`src/rtl/uart_transmitter_fifo.sv`:
```
// UART transmit engine: a small word FIFO feeds a serialiser that sends
// start, data (LSB first), optional parity and stop bits, back-to-back.
module uart_transmitter_fifo #(
  parameter int DATA_BITS   = 8,
  parameter int OVERSAMPLE  = 16,
  parameter int PARITY_MODE = 0,
  parameter int STOP_BITS   = 1,
  parameter int FIFO_DEPTH  = 4
) (
  input  logic                          uart_samplig_clk,
  input  logic                          reset_n,
  input  logic                          valid,
  output logic                          ready,
  input  logic [DATA_BITS-1:0]          data_to_xmit,
  output logic                          RsTx,
  output logic                          busy,
  output logic [$clog2(FIFO_DEPTH):0]   fifo_count
);

  localparam int PTR_W = $clog2(FIFO_DEPTH);
  localparam int CNT_W = PTR_W + 1;
  localparam int BCW   = $clog2(OVERSAMPLE);
  localparam int IDX_W = $clog2(DATA_BITS);

  generate
    if (DATA_BITS < 5 || DATA_BITS > 9) begin : g_bad_data_bits
      $error("DATA_BITS must be 5..9");
    end
    if (OVERSAMPLE < 2) begin : g_bad_oversample
      $error("OVERSAMPLE must be >= 2");
    end
    if (PARITY_MODE < 0 || PARITY_MODE > 2) begin : g_bad_parity
      $error("PARITY_MODE must be 0, 1 or 2");
    end
    if (STOP_BITS < 1 || STOP_BITS > 2) begin : g_bad_stop
      $error("STOP_BITS must be 1 or 2");
    end
    if (FIFO_DEPTH < 2 || (FIFO_DEPTH & (FIFO_DEPTH - 1)) != 0) begin : g_bad_depth
      $error("FIFO_DEPTH must be a power of 2 and >= 2");
    end
  endgenerate

  typedef enum logic [2:0] {IDLE, START, DATA, PARITY, STOP} state_t;

  state_t               state_reg, state_next;
  logic [BCW-1:0]       bit_cnt_reg, bit_cnt_next;
  logic [IDX_W-1:0]     bit_idx_reg, bit_idx_next;
  logic [DATA_BITS-1:0] shift_reg, shift_next;
  logic                 parity_reg, parity_next;
  logic                 tx_reg, tx_next;

  logic [DATA_BITS-1:0] mem [FIFO_DEPTH];
  logic [PTR_W-1:0]     wr_ptr_reg, rd_ptr_reg;
  logic [CNT_W-1:0]     count_reg;
  logic [DATA_BITS-1:0] rd_data;
  logic                 push, pop, load, fifo_empty, bit_end;

  assign ready      = (count_reg != CNT_W'(FIFO_DEPTH));
  assign push       = valid && ready;
  assign fifo_empty = (count_reg == '0);
  assign rd_data    = mem[rd_ptr_reg];
  assign bit_end    = (bit_cnt_reg == BCW'(OVERSAMPLE - 1));
  assign fifo_count = count_reg;
  assign RsTx       = tx_reg;
  assign busy       = (state_reg != IDLE) || !fifo_empty;

  always_ff @(posedge uart_samplig_clk) begin
    if (push) mem[wr_ptr_reg] <= data_to_xmit;
  end

  always_ff @(posedge uart_samplig_clk or negedge reset_n) begin
    if (!reset_n) begin
      wr_ptr_reg  <= '0;
      rd_ptr_reg  <= '0;
      count_reg   <= '0;
      state_reg   <= IDLE;
      bit_cnt_reg <= '0;
      bit_idx_reg <= '0;
      shift_reg   <= '0;
      parity_reg  <= 1'b0;
      tx_reg      <= 1'b1;
    end else begin
      if (push) wr_ptr_reg <= wr_ptr_reg + 1'b1;
      if (pop)  rd_ptr_reg <= rd_ptr_reg + 1'b1;
      count_reg   <= count_reg + CNT_W'(push) - CNT_W'(pop);
      state_reg   <= state_next;
      bit_cnt_reg <= bit_cnt_next;
      bit_idx_reg <= bit_idx_next;
      shift_reg   <= shift_next;
      parity_reg  <= parity_next;
      tx_reg      <= tx_next;
    end
  end

  always_comb begin
    state_next   = state_reg;
    bit_cnt_next = bit_end ? '0 : bit_cnt_reg + 1'b1;
    bit_idx_next = bit_idx_reg;
    shift_next   = shift_reg;
    parity_next  = parity_reg;
    tx_next      = tx_reg;
    load         = 1'b0;
    pop          = 1'b0;

    case (state_reg)
      IDLE: begin
        tx_next      = 1'b1;
        bit_cnt_next = '0;
        if (!fifo_empty) load = 1'b1;
      end
      START: begin
        if (bit_end) begin
          state_next   = DATA;
          tx_next      = shift_reg[0];
          shift_next   = shift_reg >> 1;
          bit_idx_next = '0;
        end
      end
      DATA: begin
        if (bit_end) begin
          if (bit_idx_reg == IDX_W'(DATA_BITS - 1)) begin
            bit_idx_next = '0;
            if (PARITY_MODE != 0) begin
              state_next = PARITY;
              tx_next    = parity_reg;
            end else begin
              state_next = STOP;
              tx_next    = 1'b1;
            end
          end else begin
            bit_idx_next = bit_idx_reg + 1'b1;
            tx_next      = shift_reg[0];
            shift_next   = shift_reg >> 1;
          end
        end
      end
      PARITY: begin
        if (bit_end) begin
          state_next   = STOP;
          tx_next      = 1'b1;
          bit_idx_next = '0;
        end
      end
      STOP: begin
        if (bit_end) begin
          if (bit_idx_reg == IDX_W'(STOP_BITS - 1)) begin
            // Chain straight into the next start bit when more words are waiting.
            if (!fifo_empty) load = 1'b1;
            else             state_next = IDLE;
          end else begin
            bit_idx_next = bit_idx_reg + 1'b1;
          end
        end
      end
      default: begin
        state_next = IDLE;
        tx_next    = 1'b1;
      end
    endcase

    if (load) begin
      pop          = 1'b1;
      state_next   = START;
      shift_next   = rd_data;
      parity_next  = (^rd_data) ^ (PARITY_MODE == 2);
      tx_next      = 1'b0;
      bit_cnt_next = '0;
      bit_idx_next = '0;
    end
  end

endmodule

```
`config.mk`:
```
export PLATFORM = sky130hd
export DESIGN_NAME = uart_transmitter_fifo
export DESIGN_NICKNAME = d
export VERILOG_FILES = /design/src/rtl/uart_transmitter_fifo.sv
export SDC_FILE = /design/constraint.sdc
export NUM_CORES = 1
export LEC_CHECK = 0
export CORE_ASPECT_RATIO = 0.9
export CORE_MARGIN = 2
export CORE_UTILIZATION = 58
export CTS_CLUSTER_DIAMETER = 150
export DETAILED_ROUTE_END_ITERATION = 10
export PLACE_DENSITY = 0.79
export SYNTH_ARGS = -nofsm -noshare
export SYNTH_HDL_FRONTEND = slang
export SYNTH_SLANG_ARGS = --single-unit
export TNS_END_PERCENT = 5
```
`constraint.sdc`:
```
create_clock -name uart_samplig_clk -period 2.87 [get_ports uart_samplig_clk]
set_input_delay 0.287 -clock uart_samplig_clk [delete_from_list [all_inputs] [get_ports uart_samplig_clk]]
set_output_delay 0.287 -clock uart_samplig_clk [all_outputs]
set_load 0.01 [all_outputs]
```
==> key figures <==
Setup path
  • Highest net fanout along the worst path: 5
  • Kind of end point of the critical path: flop
  • CP Class: flop to flop
  • Worst setup slack for register-to-register paths: roughly 0.4 ns
  • Data required time of the critical path: 3.13 ns
  • Type of origin of the critical path: flop
  • Arrival @ worst endpoint: between 2 and 3 ns

Yosys
  • Number of synthesized flops with an enable pin: 32
  • Top area cells in the synthesized netlist: edfxtp_1, dfrtp_1, mux4_2
  • Synthesized-area fraction occupied by adder cells: 0.0568
  • Share of the synthesized area in the top cell type: 0.376
  • Synthesized instance count: approximately 180
  • Top cell type by total area after synthesis: edfxtp_1
  • Parity-gate share of the synthesized area counting xor and xnor cells: 0.0240
  • Area fraction in and, or, nand and nor cells after synthesis: 0.0788
  • Warnings from Yosys: 0
  • Flip-flop and latch count after synthesis: 58
  • Nets in the synthesized netlist: 203
  • Fraction of synthesis flops using an asynchronous set or reset pin: 0.448
  • Part of the Yosys area used for sequential elements: 0.631
  • Share of the synthesized area in compound gates (AO/OA/AOI/OAI): 0.0739
  • Syn Std Cell Area: roughly 2600 um^2
  • Cell variety after synth: 38
  • Most used flip-flop cell after synthesis: edfxtp_1
  • Multiplexer fraction of the synthesized cell area: 0.0979
  • Largest family of logic cells by synthesized area: multiplexers
  • Mean instance size in the synthesized netlist: between 10 and 15 um^2

Route
  • Iteration-0 DRC Markers: approximately 130
  • Final WL: approximately 4400 um
  • Wire length per cell after detailed routing: between 15 and 20 um
  • Number of iterations in the first detailed-routing pass: 4
  • Remaining design rule violation count: 0
  • Via density per instance: ~5.7
  • Total number of vias: between 1500 and 2000
  • Post-route ant nets: 0

Finish
  • Final-layout fill cell count: about 280
  • Non-Filler Cell Area, Final: about 3000 um^2
  • Ant. Diodes: 0
  • Flip-flop count of the largest register, all copies and words added: 32
  • Post-synthesis to final-layout area growth: 14.2%
  • Final net count: 226
  • Fraction of final layout cells with drive strength greater than 1: 0.129

Floorplan
  • Initial core utilization: 0.615
  • Die extent in y: between 60 and 70 um
  • X dimension of the die: 74.0 um
  • Area of the core region: 4160 um^2
  • Number of placed I/O pins: 17
  • Die footprint: about 5000 um^2
  • Std-Cell Rows: 22

Min path
  • Hold Path Class: primary input to asynchronous set/reset pin

Global routing
  • Antenna violations before repair: 0
  • Global-route wire length before repair: roughly 7400 um
  • Total grt overflow: 0
  • Total GRT Usage: 0.216
  • Number of global-route vias before repair: about 1600
  • Maximum number of pins on one net before global-route repair: 27

Placement
  • Gpl congestion: 1.00
  • Post-detailed-placement cell area: ~2800 um^2
  • Estimated wirelength of the detail-placed design: between 3000 and 4000 um
  • Port buffer count: 16

STA
  • Worst Max-Slew Pin Slew: 0.595 ns
  • Final cycle utilization of the critical path: 0.863
  • Final hold slack: 0.332 ns
  • Number of hold violations in the final report: 0
  • Unrepaired setup endpoints after global routing: no
  • Clock period minus final worst setup slack: between 2 and 2.5 ns
  • Final setup violation count: 0
  • Sum of negative setup slack: 0 ns
  • Setup Skew: 0.00522 ns
  • Maximum clock frequency: roughly 400 MHz
  • Number of pins with negative max-slew slack in the final report: 0
  • Headroom to the max-slew limit: 0.604

Pwr
  • Overall power after layout: between 2000 and 3000 uW
  • Power Density: ~1000 nW/um^2
  • Leakage power figure: 0.00119 uW
  • Maximum vdd drop: slightly below 0.0009 V

Clock network
  • Hold Buf Count CTS: 0
  • Number of clock buffers inserted by TritonCTS: 9
  • TritonCTS clock tree: yes
  • CTS Root Cell: clkbuf_8
  • Maximum number of buffers from clock root to sink: 2
  • Clk_lat worst skew: roughly 0.33 ns
  • Clock-pin transition on the worst setup and hold timing paths: 0.06 ns
  • Number of H-tree levels: 3
  • Post-CTS setup buffer count: 0
  • CTS resizes: 0
  • Sinks on the clock net: 58

Outcome
  • Result of the run: complete, no violations

Flow run
  • Max capacitance violation total: 0
==> layout by cell type, fill, tap and decap left out, drive strengths merged, types with 2 or more instances in the layout <==
| cell | n |
|---|---|
| a21oi | 3 |
| a31oi | 2 |
| and3 | 5 |
| buf | 3 |
| clkbuf | 12 |
| clkdlybuf4s50 | 16 |
| clkinv | 4 |
| dfrtp | 25 |
| edfxtp | 32 |
| ha | 10 |
| inv | 13 |
| mux2i | 7 |
| mux4 | 8 |
| nand2 | 15 |
| nand3 | 5 |
| nor2 | 9 |
| o2111ai | 2 |
| o21ai | 13 |
| o22ai | 3 |
| or3 | 3 |
| xnor2 | 6 |
==> per-stage QoR <==
step | cells | setup WS [ns] | utilization
6_report | 269 | 0.394 | 0.703
4_1_cts | 269 | 0.382 | 0.703
3_3_place_gp | 253 | 0.536 | 0.666
3_5_place_dp | 253 | 0.396 | 0.666
5_1_grt | 269 | 0.227 | 0.703
2_1_floorplan | 181 | 0.396 | -
==> worst max-delay path, stage by stage (launching register included) <==
cell and delay [ns]:
dfrtp_1 0.37, ha_1 0.22, and3_1 0.25, nand3_1 0.13, a21o_1 0.22, inv_2 0.06
ha_1 0.22, inv_1 0.06, ha_1 0.13, inv_1 0.04, fa_1 0.38, xnor2_1 0.19
xnor2_1 0.13
==> routing by layer <==
metal | routed length [um] | track usage
met3 | 272 | 0.0877
met1 | 1940 | 0.289
met2 | 2120 | 0.324
met5 | 0 | 0
met4 | 68 | 0.0682
==> report_power, final <==
| group | total, uW | switching (uW) | internal, uW |
|---|---|---|---|
| Combinational | 955 | 480 | 474 |
| Clock | 598 | 292 | 306 |
| Sequential | 1370 | 215 | 1160 |
==> synth_stat cells (3+ instances only) <==
| cell type | instances |
|---|---|
| edfxtp_1 | 32 |
| dfrtp_1 | 25 |
| nand2_1 | 15 |
| inv_1 | 12 |
| ha_1 | 10 |
| mux4_2 | 8 |
| nor2_1 | 8 |
| o21ai_0 | 8 |
| mux2i_1 | 7 |
| xnor2_1 | 6 |
| and3_1 | 5 |
| nand3_1 | 5 |
| o21ai_1 | 5 |
| a21oi_1 | 3 |
| o22ai_1 | 3 |
| or3_1 | 3 |
==> final timing paths <==
kind                                startpoint              to  cells after the start
min in group uart_samplig_clk   bit_cnt_reg[0]  bit_cnt_reg[0]                      1
worst min register to register  bit_cnt_reg[0]  bit_cnt_reg[0]                      1
max in group asynchronous              reset_n            RsTx                      2
worst min-delay path                   reset_n    shift_reg[4]                      2
worst max-delay path            bit_cnt_reg[0]   fifo_count[2]                     12
worst max register to register  bit_cnt_reg[0]   fifo_count[2]                     12
==> final cells by class <==
class	instances	area, um^2	area share
Sequential cell	58	1610	0.552
Clock buffer	12	135	0.0463
Tap cell	60	75.1	0.0257
Clock inverter	4	18.8	0.00643
Inverter	13	48.8	0.0167
Timing Repair Buffer	19	183	0.0626
Multi-Input combinational cell	103	847	0.290
==> cell families (layout without fill, tap and decap cells) <==
logic type,count (synthesis),count (layout)
adders and majority gates,11,11
AOI/OAI and AO/OA,28,28
muxes,15,15
xor gates and xnor gates,7,7
DFF,58,58
and+or+nand+nor,42,42
buffers and inverters,20,48
No activity file was read; power rests on OpenSTA's default activity.
